===== config.mk =====
export PLATFORM = sky130hd
export DESIGN_NAME = alu_exec_unit_flat
export DESIGN_NICKNAME = d
export VERILOG_FILES = /design/src/rtl/alu_exec_if.sv /design/src/rtl/alu_exec_unit.sv /design/src/flat_wrapper.sv
export SDC_FILE = /design/constraint.sdc
export NUM_CORES = 1
export LEC_CHECK = 0
export ABC_AREA = 0
export ABC_CLOCK_PERIOD_IN_PS = 7200
export CORE_MARGIN = 8
export CORE_UTILIZATION = 24
export DETAILED_ROUTE_END_ITERATION = 12
export DONT_BUFFER_PORTS = 1
export MAX_ROUTING_LAYER = met4
export REMOVE_ABC_BUFFERS = 1
export SYNTH_ARGS = -nofsm -noshare
export SYNTH_HDL_FRONTEND = slang
export SYNTH_SLANG_ARGS = --single-unit

===== constraint.sdc =====
create_clock -name clk -period 7.2 [get_ports clk]
set_input_delay 0.72 -clock clk [delete_from_list [all_inputs] [get_ports clk]]
set_output_delay 0.72 -clock clk [all_outputs]
set_load 0.02 [all_outputs]

===== src/rtl/alu_exec_if.sv =====
// alu_exec_if: valid/ready operand and result bundle for the execute-stage ALU.
//   in_valid/in_ready : operation handshake (upstream -> ALU)
//   alu_ctl, a, b     : operation code and operands
//   out_valid/out_ready : result handshake (ALU -> downstream)
//   result, zero      : registered result and (result == 0)
// master = upstream/downstream side, slave = the ALU.
interface alu_exec_if #(
  parameter int unsigned XLEN = 32
);
  logic            in_valid;
  logic            in_ready;
  logic [3:0]      alu_ctl;
  logic [XLEN-1:0] a;
  logic [XLEN-1:0] b;
  logic            out_valid;
  logic            out_ready;
  logic [XLEN-1:0] result;
  logic            zero;

  modport master (
    output in_valid, alu_ctl, a, b, out_ready,
    input  in_ready, out_valid, result, zero
  );

  modport slave (
    input  in_valid, alu_ctl, a, b, out_ready,
    output in_ready, out_valid, result, zero
  );
endinterface


===== src/rtl/alu_exec_unit.sv =====
// alu_exec_unit: execute-stage ALU with a registered result behind a
// valid/ready handshake. Add/sub, logic, compare and unknown codes finish in
// one cycle; shifts iterate one bit position per cycle.
// Ports:
//   clk   : clock, all state on rising edge
//   reset : synchronous, active-high
//   bus   : alu_exec_if.slave (in_valid/in_ready, alu_ctl, a, b,
//           out_valid/out_ready, result, zero)
module alu_exec_unit #(
  parameter int unsigned XLEN    = 32,
  parameter int unsigned SHAMT_W = 5
) (
  input logic       clk,
  input logic       reset,
  alu_exec_if.slave bus
);

  // ALU control codes; immediate forms share the register-form encoding.
  localparam logic [3:0] ALU_AND     = 4'b0000;
  localparam logic [3:0] ALU_OR      = 4'b0001;
  localparam logic [3:0] ALU_ADD     = 4'b0010;
  localparam logic [3:0] ALU_XOR     = 4'b0011;
  localparam logic [3:0] ALU_SLL     = 4'b0100;
  localparam logic [3:0] ALU_SRL     = 4'b0101;
  localparam logic [3:0] ALU_SUB     = 4'b0110;
  localparam logic [3:0] ALU_SLT     = 4'b0111;
  localparam logic [3:0] ALU_SLTU    = 4'b1000;
  localparam logic [3:0] ALU_SRA     = 4'b1001;
  localparam logic [3:0] ALU_SB_BNE  = 4'b1010;
  localparam logic [3:0] ALU_SB_BGE  = 4'b1011;
  localparam logic [3:0] ALU_SB_BGEU = 4'b1100;

  typedef enum logic [1:0] {IDLE, SHIFT, DONE} state_t;
  typedef enum logic [1:0] {SH_LL, SH_RL, SH_RA} shop_t;

  state_t              state, state_d;
  shop_t               shop;
  logic [SHAMT_W-1:0]  cnt;
  logic [XLEN-1:0]     result_q;
  logic                zero_q;

  logic [XLEN-1:0]     alu_res;
  logic [XLEN-1:0]     shifted;
  logic                is_shift;
  logic                lt_s, lt_u;
  logic [SHAMT_W-1:0]  shamt;

  assign shamt = bus.b[SHAMT_W-1:0];
  assign lt_s  = $signed(bus.a) < $signed(bus.b);
  assign lt_u  = bus.a < bus.b;

  assign is_shift = (bus.alu_ctl == ALU_SLL) || (bus.alu_ctl == ALU_SRL) ||
                    (bus.alu_ctl == ALU_SRA);

  // Single-cycle datapath; unlisted codes (incl. 4'b1111) yield zero.
  always_comb begin
    alu_res = '0;
    case (bus.alu_ctl)
      ALU_ADD:     alu_res = bus.a + bus.b;
      ALU_SUB:     alu_res = bus.a - bus.b;
      ALU_AND:     alu_res = bus.a & bus.b;
      ALU_OR:      alu_res = bus.a | bus.b;
      ALU_XOR:     alu_res = bus.a ^ bus.b;
      ALU_SLT:     alu_res[0] = lt_s;
      ALU_SLTU:    alu_res[0] = lt_u;
      ALU_SB_BNE:  alu_res[0] = (bus.a != bus.b);
      ALU_SB_BGE:  alu_res[0] = ~lt_s;
      ALU_SB_BGEU: alu_res[0] = ~lt_u;
      default:     alu_res = '0;
    endcase
  end

  // The result register doubles as the shift register. Keeping the MSB on a
  // right-arithmetic step replicates the original sign bit a[XLEN-1].
  always_comb begin
    shifted = '0;
    case (shop)
      SH_LL:   shifted = {result_q[XLEN-2:0], 1'b0};
      SH_RL:   shifted = {1'b0, result_q[XLEN-1:1]};
      default: shifted = {result_q[XLEN-1], result_q[XLEN-1:1]};
    endcase
  end

  always_ff @(posedge clk) begin
    if (reset) state <= IDLE;
    else       state <= state_d;
  end

  always_comb begin
    state_d = state;
    case (state)
      IDLE: begin
        if (bus.in_valid) begin
          if (is_shift && (shamt != '0)) state_d = SHIFT;
          else                           state_d = DONE;
        end
      end
      SHIFT: if (cnt == SHAMT_W'(1)) state_d = DONE;
      DONE:  if (bus.out_ready) state_d = IDLE;
      default: state_d = IDLE;
    endcase
  end

  always_ff @(posedge clk) begin
    if (reset) begin
      result_q <= '0;
      zero_q   <= 1'b1;
      cnt      <= '0;
      shop     <= SH_LL;
    end else begin
      case (state)
        IDLE: begin
          if (bus.in_valid) begin
            if (is_shift) begin
              result_q <= bus.a;
              zero_q   <= (bus.a == '0);
              cnt      <= shamt;
              case (bus.alu_ctl)
                ALU_SLL: shop <= SH_LL;
                ALU_SRL: shop <= SH_RL;
                default: shop <= SH_RA;
              endcase
            end else begin
              result_q <= alu_res;
              zero_q   <= (alu_res == '0);
            end
          end
        end
        SHIFT: begin
          result_q <= shifted;
          zero_q   <= (shifted == '0);
          cnt      <= cnt - SHAMT_W'(1);
        end
        default: ;
      endcase
    end
  end

  assign bus.in_ready  = (state == IDLE);
  assign bus.out_valid = (state == DONE);
  assign bus.result    = result_q;
  assign bus.zero      = zero_q;

endmodule


===== src/flat_wrapper.sv =====
// flat-port wrapper written by rule: the top's interface ports become plain ports
module alu_exec_unit_flat 
#(
  parameter int unsigned XLEN    = 32,
  parameter int unsigned SHAMT_W = 5
)
  (clk, reset, bus_in_valid, bus_alu_ctl, bus_a, bus_b, bus_out_ready, bus_in_ready, bus_out_valid, bus_result, bus_zero);
  alu_exec_if #(.XLEN(XLEN)) bus_i ();
  input logic clk;
  input logic reset;
  input wire logic [$bits(bus_i.in_valid)-1:0] bus_in_valid;
  input wire logic [$bits(bus_i.alu_ctl)-1:0] bus_alu_ctl;
  input wire logic [$bits(bus_i.a)-1:0] bus_a;
  input wire logic [$bits(bus_i.b)-1:0] bus_b;
  input wire logic [$bits(bus_i.out_ready)-1:0] bus_out_ready;
  output wire logic [$bits(bus_i.in_ready)-1:0] bus_in_ready;
  output wire logic [$bits(bus_i.out_valid)-1:0] bus_out_valid;
  output wire logic [$bits(bus_i.result)-1:0] bus_result;
  output wire logic [$bits(bus_i.zero)-1:0] bus_zero;
  assign bus_i.in_valid = bus_in_valid;
  assign bus_i.alu_ctl = bus_alu_ctl;
  assign bus_i.a = bus_a;
  assign bus_i.b = bus_b;
  assign bus_i.out_ready = bus_out_ready;
  assign bus_in_ready = bus_i.in_ready;
  assign bus_out_valid = bus_i.out_valid;
  assign bus_result = bus_i.result;
  assign bus_zero = bus_i.zero;
  alu_exec_unit #(.XLEN(XLEN), .SHAMT_W(SHAMT_W)) u_core (.clk(clk), .reset(reset), .bus(bus_i));
endmodule

==> impl_metrics.toml <==
[timing]
finalCritPeriodShare = 0.6608
worst_slew_margin_rel = 0.2034
grt_setup_unrepaired = "no"
fin_worst_skew_ps = 8.482
final-setup-viol-count = 0
finalMaxSlewViolations = 0
fmax_ghz = 0.2102
tns_ps = 0
period_needed_ps = 4758
hold_viol_final = 0
tightest_slew_ps = 1190
setup_ws_ps = 2442

[synth]
synth_area_leaders = "ha_1 14%, dfxtp_1 9.7%, a21oi_1 9.3%"
synthCells = 1286
synth-edff-count = 0
synth_top_area_share = 0.1413
synth_flop_cell = "dfxtp_1"
postSynthAreaPerCell_um2 = 6.749
yosys_warnings = 0
seq_area_frac_synth = 0.09687
ys_ff_latch = 42
synth_cell_types = 96
synth_largest_area_cell = "ha_1"
synthArstFlopShare = 0
syn_area_um2 = 8680

[pwr]
power_density_nw_per_um2 = 128.8
total_leakage_power_nw = 3.511
ir_drop_uv = 98.59
finalPower_mw = 1.176

[global_routing]
antenna_found_initial = 0
overflow = 0
grt_first_pass_wirelength_um = 62620
grt_max_degree = 62
grtUsageTotal = 0.1967
grt_pass1_vias = 9608

[detailed_routing]
dr.pass1.iters = 7
totalWireLength_um = 42600
avgRoutedWirePerCell_um = 25.36
drc_errors = 0
vias_per_cell = 6.170
ant_nets = 0
dr_total_vias = 10365
drtIter0Drc = 1487

[clock_network]
clk_pin_slew_ps = 70
htreeDepth = 2
postCtsSetupBuffers = 0
cts-root-buf = "clkbuf_16"
clock-sinks = 42
cts_resized = 0
clk_latency_ps = 290
numCtsBuffers = 5
cts_tree = "yes"
ctsHoldBuffers = 0
clk_path_buf_depth = 2

[critical_path]
start_kind = "input port"
crit_required_ps = 7440
reg2regPathDepth = 10
worstSetupPathType = "input port to flip-flop"
end_kind = "flip-flop"
crit_fanout = 13
cp.arrival_ps = 4990

[placed_design]
pre_cts_slack_ps = 2350
dp_cells = 1671
dp_hpwl_um = 33160
port_buffers = 0
post_dp_cell_area_um2 = 8989
place_congestion = 1.037

[job]
drv_cap = 0

[floorplanning]
io_pins = 107
fp.dieArea_um2 = 42510
die_width_um = 206.2
core-area_um2 = 35570
die-height_um = 206.2
rows = 69
start_util = 0.2440

[final_layout]
syn2layout_area_growth_pct = 5.233
fin_cells = 1680
fin_nets = 1389
mostFrequentLayoutCells = "161 x a21oi_1, 132 x nor2_1, 105 x inv_1, 105 x nand2_1, 98 x ha_1"
final_common_cell = "a21oi_1"
stdcell_area_um2 = 9134
drive_gt1_frac = 0.05090

[hold_path]
hold_class = "input port to flip-flop"
whs_path_depth = 1

[run_status]
outcome = "finished clean"
==> routing by layer <==
layer | vias to the layer above | part of all wire | GRT usage
li1 | 4654 | - | -
met3 | 133 | 0.12 | 0.06583
met2 | 642 | 0.44 | 0.2951
met1 | 4936 | 0.40 | 0.2421
met4 | 0 | 0.046 | 0.07300
met5 | - | 0 | -
==> cells by family (layout without fill, tap and decap cells) <==
| group | count (synthesis) | count (layout) | synth area share |
|---|---|---|---|
| AOI/OAI and AO/OA | 484 | 484 | 0.3859 |
| and+or+nand+nor | 433 | 433 | 0.2441 |
| muxes | 24 | 24 | 0.02797 |
| DFF | 42 | 42 | 0.09687 |
| xor gates and xnor gates | 8 | 8 | 0.008073 |
| adders and majority gates | 101 | 101 | 0.1470 |
| buffers and inverters | 194 | 126 | 0.09010 |
| other | 0 | 1 | 0 |
==> stage by stage <==
step | utilization | hold slack, ps
floorplan | - | 461.3
detailed placement | 0.2527 | 487.4
global route | 0.2567 | 493.9
global placement | 0.2527 | 480.6
CTS | 0.2567 | 493.3
finish | 0.2568 | 499.4
==> area by class of cell <==
| cell class | count | area (um2) |
|---|---|---|
| Fill cell | 3977 | 26440 |
| Multi-Input combinational cell | 1050 | 7087 |
| Sequential cell | 42 | 840.8 |
| Tap cell | 461 | 576.8 |
| Inverter | 107 | 401.6 |
| Clock buffer | 6 | 128.9 |
| Timing Repair Buffer | 11 | 82.58 |
| Clock inverter | 2 | 13.76 |
| Antenna cell | 1 | 2.502 |
==> power breakdown <==
part           switching, mW  leakage, nW  internal (mW)
Sequential            0.0540        0.344          0.252
Combinational          0.423         3.10          0.220
Clock                 0.0990       0.0708          0.129
Total                  0.576         3.51          0.600
==> Yosys cell counts (13+ instances only) <==
library cell,number
a21oi_1,162
nor2_1,134
inv_1,105
nand2_1,105
ha_1,98
o21ai_0,58
clkbuf_1,51
dfxtp_1,42
nor4_1,41
nand3_1,34
a211oi_1,29
buf_2,25
mux2i_1,22
nor3_1,22
a221oi_1,18
nand2b_1,17
o211ai_1,17
a21o_1,16
and3_1,13
==> critical path, stage by stage <==
cell,delay (ps)
inv_1,40
ha_1,600
inv_1,270
nor4_1,890
a31oi_2,320
nor2_1,250
mux2_1,350
a211oi_1,740
and4_1,300
nand2_1,60
nor4_1,220
a311o_1,220
==> sequential cells by signal, summed over array words and instances (netlist names) <==
| signal | flops |
|---|---|
| u_core.state | 2 |
| u_core.bus.zero | 1 |
| u_core.shop | 2 |
| u_core.bus.result | 32 |
| u_core.cnt | 5 |
==> worst paths after layout <==
path	start	end	slack, ps
worst max register to register	u_core.state[1]	u_core.bus.zero	3670
worst min register to register	u_core.shop[0]	u_core.shop[0]	510
worst max-delay path	bus_b[13]	u_core.bus.zero	2440
worst min-delay path	reset	u_core.bus.result[29]	500
(Power assumes the default switching activity.)
